--- src/rtl/alu_pkg.sv ---
// Shared constants for the MCU datapath ALU: widths and operation codes.
package alu_pkg;

  localparam int ALU_W    = 32;
  localparam int ALU_OP_W = 7;

  localparam logic [ALU_OP_W-1:0] ALU_ADD  = 7'd0;
  localparam logic [ALU_OP_W-1:0] ALU_SUB  = 7'd1;
  localparam logic [ALU_OP_W-1:0] ALU_AND  = 7'd2;
  localparam logic [ALU_OP_W-1:0] ALU_OR   = 7'd3;
  localparam logic [ALU_OP_W-1:0] ALU_XOR  = 7'd4;
  localparam logic [ALU_OP_W-1:0] ALU_SLL  = 7'd5;
  localparam logic [ALU_OP_W-1:0] ALU_SRL  = 7'd6;
  localparam logic [ALU_OP_W-1:0] ALU_SRA  = 7'd7;
  localparam logic [ALU_OP_W-1:0] ALU_SLT  = 7'd8;
  localparam logic [ALU_OP_W-1:0] ALU_SLTU = 7'd9;
  localparam logic [ALU_OP_W-1:0] ALU_PASSB = 7'd10;
  localparam logic [ALU_OP_W-1:0] ALU_EQ   = 7'd11;

endpackage

--- src/rtl/alu_shifter.sv ---
// Logarithmic barrel shifter shared by SLL, SRL and SRA.
// Left shifts are done as right shifts on the bit-reversed word so that a
// single stage chain serves both directions.
module alu_shifter
  import alu_pkg::*;
#(
  parameter int W  = ALU_W,
  parameter int SW = $clog2(W)
) (
  input  logic [W-1:0]  data,
  input  logic [SW-1:0] shamt,
  input  logic          dir,     // 0 = left, 1 = right
  input  logic          arith,   // right shifts only: sign-fill from data[W-1]
  output logic [W-1:0]  shifted
);

  logic [W-1:0]       data_rev;
  logic [W-1:0]       out_rev;
  logic [SW:0][W-1:0] stage;
  logic               fill;

  // Sign fill only makes sense for a right shift; left shifts always fill 0.
  assign fill = dir & arith & data[W-1];

  genvar gi;
  generate
    for (gi = 0; gi < W; gi++) begin : g_rev
      assign data_rev[gi] = data[W-1-gi];
      assign out_rev[gi]  = stage[SW][W-1-gi];
    end

    for (gi = 0; gi < SW; gi++) begin : g_stage
      localparam int SH = 1 << gi;
      assign stage[gi+1] = shamt[gi] ? {{SH{fill}}, stage[gi][W-1:SH]} : stage[gi];
    end
  endgenerate

  assign stage[0] = dir ? data : data_rev;
  assign shifted  = dir ? stage[SW] : out_rev;

endmodule

--- src/rtl/alu.sv ---
// 32-bit integer ALU: combinational operation select into a single result
// register, one cycle of latency, a new operation every cycle.
module alu
  import alu_pkg::*;
#(
  parameter int WIDTH = ALU_W
) (
  input  logic                clk,
  input  logic                rst,
  input  logic [WIDTH-1:0]    a,
  input  logic [WIDTH-1:0]    b,
  input  logic [ALU_OP_W-1:0] operation,
  output logic [WIDTH-1:0]    result
);

  localparam int SW = $clog2(WIDTH);

  logic [WIDTH-1:0] result_reg;
  logic [WIDTH-1:0] result_next;
  logic [WIDTH-1:0] shift_out;
  logic             shift_dir;
  logic             shift_arith;

  // Only SLL shifts left; SRA is the only sign-filling shift.
  assign shift_dir   = (operation != ALU_SLL);
  assign shift_arith = (operation == ALU_SRA);

  alu_shifter #(
    .W  (WIDTH),
    .SW (SW)
  ) u_shifter (
    .data    (a),
    .shamt   (b[SW-1:0]),
    .dir     (shift_dir),
    .arith   (shift_arith),
    .shifted (shift_out)
  );

  // Operation select; reserved codes produce zero.
  always_comb begin
    result_next = '0;
    case (operation)
      ALU_ADD:   result_next = a + b;
      ALU_SUB:   result_next = a - b;
      ALU_AND:   result_next = a & b;
      ALU_OR:    result_next = a | b;
      ALU_XOR:   result_next = a ^ b;
      ALU_SLL,
      ALU_SRL,
      ALU_SRA:   result_next = shift_out;
      ALU_SLT:   result_next = {{(WIDTH-1){1'b0}}, ($signed(a) < $signed(b))};
      ALU_SLTU:  result_next = {{(WIDTH-1){1'b0}}, (a < b)};
      ALU_PASSB: result_next = b;
      ALU_EQ:    result_next = {{(WIDTH-1){1'b0}}, (a == b)};
      default:   result_next = '0;
    endcase
  end

  // Result register; reset overrides whatever operation is presented.
  always_ff @(posedge clk) begin
    if (rst) begin
      result_reg <= '0;
    end else begin
      result_reg <= result_next;
    end
  end

  assign result = result_reg;

endmodule

--- config.mk ---
export PLATFORM = sky130hd
export DESIGN_NAME = alu
export DESIGN_NICKNAME = d
export VERILOG_FILES = /design/src/rtl/alu_pkg.sv /design/src/rtl/alu_shifter.sv /design/src/rtl/alu.sv
export SDC_FILE = /design/constraint.sdc
export NUM_CORES = 1
export LEC_CHECK = 0
export CAP_MARGIN = 20
export CORE_UTILIZATION = 55
export DETAILED_ROUTE_END_ITERATION = 7
export PLACE_DENSITY = 0.83
export SLEW_MARGIN = 20
export SYNTH_ARGS = -nofsm -noshare
export SYNTH_HDL_FRONTEND = slang
export SYNTH_SLANG_ARGS = --single-unit
--- constraint.sdc ---
create_clock -name clk -period 12.16 [get_ports clk]
set_input_delay 2.432 -clock clk [delete_from_list [all_inputs] [get_ports clk]]
set_output_delay 2.432 -clock clk [all_outputs]
set_load 0.02 [all_outputs]
# --- Yosys cells after proc, flatten, opt, wreduce, memory -nomap -nowiden ---
# Cells that the tools add are included.
word_totals:
  input_bits: 73
  output_inout_bits: 32
  ff_bits: 32
  wordCells: 33
op_classes:
  n_reduce_logical: 2
  addsub: 2
  n_eq_ne: 13
  n_bitwise: 5
  mux: 8
  order_cmp: 2
op_table:
  columns: ["op", "count"]
  rows:
  - ["one-hot mux 32 bit (10 select lines)", 1]
  - ["two-way mux 32 bit", 7]
  - ["less-than comparator 32 bit", 2]
  - ["adder 32 bit", 1]
  - ["AND 32 bit", 1]
  - ["== test 32 bit", 1]
  - ["OR 32 bit", 1]
  - ["subtractor 32 bit", 1]
  - ["XOR 32 bit", 1]
  - ["== test 7 x 3 -> 1 bit (second input constant)", 4]
  - ["== test 7 x 4 -> 1 bit (second input constant)", 4]
  - ["== test 7 x 2 -> 1 bit (second input constant)", 2]
  - ["== test 7 x 1 -> 1 bit (second input constant)", 1]
  - ["zero test 7 bit", 1]
  - ["!= test 7 x 3 -> 1 bit (second input constant)", 1]
  - ["OR reduction 3 bit", 1]
  - ["AND 1 bit", 2]

# --- Depth between registers and ports, before layout ---
depth:
  word_depth: 10
  depth_mapped: 14
  ltp_nobuf: 12

# --- Cells and area by module ---
# From an unflattened synthesis, not the netlist that was laid out.
hier_totals:
  hier_cells: 1363
  area_unflattened_um2: 10035.9
modules_own_cells:
  columns: ["mod", "area_each_um2", "seq_area_each_um2", "n_inst", "cells_per_inst"]
  rows:
  - ["alu", 6154.7, 640.6, 1, 884]
  - ["alu_shifter", 3881.2, 0.0, 1, 479]

# --- Worst setup path before layout ---
# OpenSTA, ideal clock, no wires.
synth_timing:
  path_type: "input to register"
  from: "input b[2]"
  to: "register result_reg[28] (netlist: result[28])"
  required_ns: 12.028
  setup_slack_ns: 6.399
  path_stages: 14
  setup_time_ns: 0.132
  arrival_ns: 5.629
  path_buffers: 3
  path_cell_list: "inv_2 buf_1 clkbuf_1 ha_1 clkbuf_1 o21bai_1 a41oi_1 a41oi_1 a2111o_1 nand4_1 a311oi_1 mux2i_1 o221a_1 a21oi_1"
synth_via:
  elab_chain_cells: 5
  elab_cells_between_ends: 7
  cone_classes: "2 x add/sub; 5 x mux"
synth_rtl:
  columns: ["item", "line", "rtl"]
  rows:
  - ["start, declared", "alu.sv:11", "input logic [WIDTH-1:0] b,"]
  - ["branches (longest 4 deep; another with subtractor 32 bit)", null, null]
  - ["one-hot mux 32 bit (10 select lines) *", "alu.sv:42", "case (operation)"]
  - ["end signal, assigned", "alu.sv:64", "result_reg <= result_next;"]
  - ["end, declared", "alu.sv:18", "logic [WIDTH-1:0] result_reg;"]
# Mark *: on every way between the ends.
# A chain may end at the register's enable or synchronous reset.

# --- Worst setup path in the final report ---
layout_timing:
  from: "input b[3]"
  to: "register result_reg[28] (netlist: result[28])"
layout_via:
  elab_chain_cells: 4
  elab_cells_between_ends: 6
  cone_classes: "2 x add/sub; 4 x mux"
layout_rtl:
  columns: ["item", "line"]
  rows:
  - ["branches (longest 3 deep; another with subtractor 32 bit)", null]
  - ["one-hot mux 32 bit (10 select lines) *", "alu.sv:42"]
# Marked as above.

==> out/metrics.yaml <==
drive_above_1_share_pct: 6.87
synth_xor_area_share_pct: 0.768
gr-total-overflow: 0
yosys-top-cells-count: "a21oi_1 (106), inv_1 (102), ha_1 (97), nor2_1 (96), o21ai_0 (90)"
avgRoutedWirePerCell_um: 26.7
maxCapViolCount: 0
cts_tree: "built"
synth-seq-cells: 32
post_cts_buffers: 0
grt_max_degree: 56
internal_power_mw: 0.339
synth_top_area_cell: "ha_1"
worstMarginPinSlew_ns: 1.04
synth_fp_nets: 1431
wl_mm: 40.3
design.final.nets: 1466
critPathRequiredTime_ns: 12.32
start_util_pct: 56.8
outcome: "finished, final reports clean"
gp_congestion: 1.05
clk_pin_slew_worst_paths_ns: 0.06
core_region_area_um2: 16100
antenna_cells: 0
synthesis.area_um2: 9120
cp.arrival_ns: 7.03
rsz0062_at_grt: "false"
path_buf_inv: 3
synth.distinct_cells: 87
min_delay_worst_endpoint: "result[26]$_SDFF_PP0_"
syn2layout_area_growth_pct: 13.6
numCtsBuffers: 5
ioPinCount: 105
hp-start: "b[26]"
p_total_mw: 0.630
finalSetupTns_ns: 0
grt_pass1_wl_mm: 59.6
hold_depth: 3
row_count: 46
instances_no_fill: 1511
syn_area_per_cell_um2: 7.25
vias: 11100
firstDrtPassIters: 6
async_reset_ff_share_pct: 0
switching_share_pct: 46.3
synthSimpleGateAreaFrac_pct: 17.6
cts_max_level: 2
endpoint_kind: "register"
die_w_um: 131
syn_inst: 1259
powerDensity_nw_per_um2: 60.8
fin_crit_sh_pct: 56.5
post-synth-top-count-cell: "a21oi_1"
synth_compound_area_share_pct: 35.6
ys_warn_count: 0
crit_path_max_incr_delay_ns: 0.60
grt_use_total_pct: 46.9
max_slew_margin_pct: 30.1
synth_top_family_by_area: "compound AO/OA/AOI/OAI gates"
antenna_found_initial: 1
seq_area_frac_synth_pct: 7.02
drt-initial-drc-count: 1810
synth_edf_count: 0
cp-start-kind: "input port"
slew_viol_final: 0
largest_reg_flops: 32
critPathMaxFanout: 32
ir_drop_mv: 0.0675
netlist.area_leader.share_pct: 13.3
path_common_cell: "a41oi_1"
clkPwrFrac_pct: 24.4
fin_crit_ns: 6.87
p_sw_mw: 0.292
detailed_place_hpwl_mm: 30.8
layout_setup_ws_ns: 5.29
synth_area_leaders: "ha_1 (13%), mux4_2 (7.7%), dfxtp_1 (7.0%)"
critical_path_class: "input port to register"
die-area_um2: 17100
fmax_mhz: 146
cts_root_buf: "clkbuf_16"
port_buffers: 104
power_leakage_nw: 4.22
synthFlopType: "dfxtp_1"
setup_viol: 0
grt_pass1_vias: 9871
hold_class: "input port to register"
postCtsHoldBufs: 0
final_util_pct: 64.5
cts.sinks: 32
share_comb_of_total_power_pct: 58.8
critPathTopFamily: "compound AO/OA/AOI/OAI gates"
cp_cell_sequence: "clkdlybuf4s50_1, buf_4, clkinv_1, ha_1, nor2_1, a41oi_1, a41oi_1, a2111o_1, nand4_1, a311oi_1, mux2i_1, o221a_1, a21oi_1"
hold_viol_final: 0
drtAntennaViolNets: 0
slowest_stage: "ha_1"
drc: 0
yosys.area_share.adder_pct: 13.7
pre_cts_slack_ns: 5.17
post_cts_resized: 0
critPathLaunch: "b[3]"
die_h_um: 131
vias_per_cell: 7.36
clock_path_buffers: 2
dp_cells: 1503
synth.area.mux_share_pct: 16.6
pwr-share-seq_pct: 16.8
worst min-delay path, delay by kind of cell:
family	cells	cell delay (ns)
buffers and inverters	1	0.46
AOI/OAI and AO/OA	2	0.25
kinds of logic after synthesis:
family	count (synthesis)
compound gates	480
simple gates	333
buf+inv	200
mux	107
fa+ha+maj	99
flops	32
xor+xnor	8
cell usage in the layout, fill, tap and decap left out, drive strengths merged, types with 14 or more instances in the layout:
cell type      netlist  layout
nand4               18      18
ha                  97      97
a31oi               28      28
a211oi              21      21
nand3               24      24
inv                104     104
o221ai              21      21
a21oi              106     106
a22oi               21      21
a21o                18      18
nor2                97      97
o211ai              19      19
a221oi              20      20
nand2               81      81
o21ai               94      94
mux2i               60      60
mux4                33      33
clkdlybuf4s50        0     103
dfxtp               32      32
buf                 25      20
nor3                41      41
o22ai               14      14
a221o               17      17
o21bai              14      14
mux2                14      14
power by group through the flow:
stage	Sequential [mW]	Combinational, mW	Clock, mW
4_1_cts	0.106	0.354	0.151
3_3_place_gp	0.108	0.352	0
2_1_floorplan	0.109	0.232	0
3_5_place_dp	0.108	0.351	0
5_1_grt	0.106	0.390	0.157
6_report	0.106	0.371	0.154
per-stage QoR:
| stage | cell area, um^2 | hold WS, ns |
|---|---|---|
| global route | 10400 | 2.95 |
| CTS | 10400 | 2.91 |
| floorplan | 9120 | 2.63 |
| global placement | 10200 | 3.21 |
| detailed placement | 10200 | 3.22 |
| finish | 10400 | 2.91 |
routing by layer:
metal | vias to the layer above | track usage [%] | share of wire [%]
li1 | 4862 | - | -
met1 | 5137 | 60.7 | 37
met2 | 927 | 69.5 | 42
met3 | 185 | 13.9 | 14
met4 | 4 | 25.5 | 6.4
met5 | - | 3.24 | 0.19
layout make-up:
cell class | count | area (um^2)
clock buffer | 5 | 125
clock inverter | 3 | 42.5
timing repair buffer | 123 | 1180
sequential | 32 | 641
inverter | 105 | 394
tap | 216 | 270
multi-input combinational | 1027 | 7710
fill | 1444 | 5690
how the worst max path moves through the flow:
| stage | cells past startpoint | slack (ns) | end |
|---|---|---|---|
| after floorplan | 14 | 6.40 | result[28]$_SDFF_PP0_ |
| after global placement | 13 | 5.17 | result[20]$_SDFF_PP0_ |
| after detailed placement | 13 | 5.17 | result[20]$_SDFF_PP0_ |
| after CTS | 13 | 5.48 | result[20]$_SDFF_PP0_ |
| after global routing | 13 | 5.07 | result[28]$_SDFF_PP0_ |
| final | 13 | 5.29 | result[28]$_SDFF_PP0_ |
(Power assumes the default switching activity.)
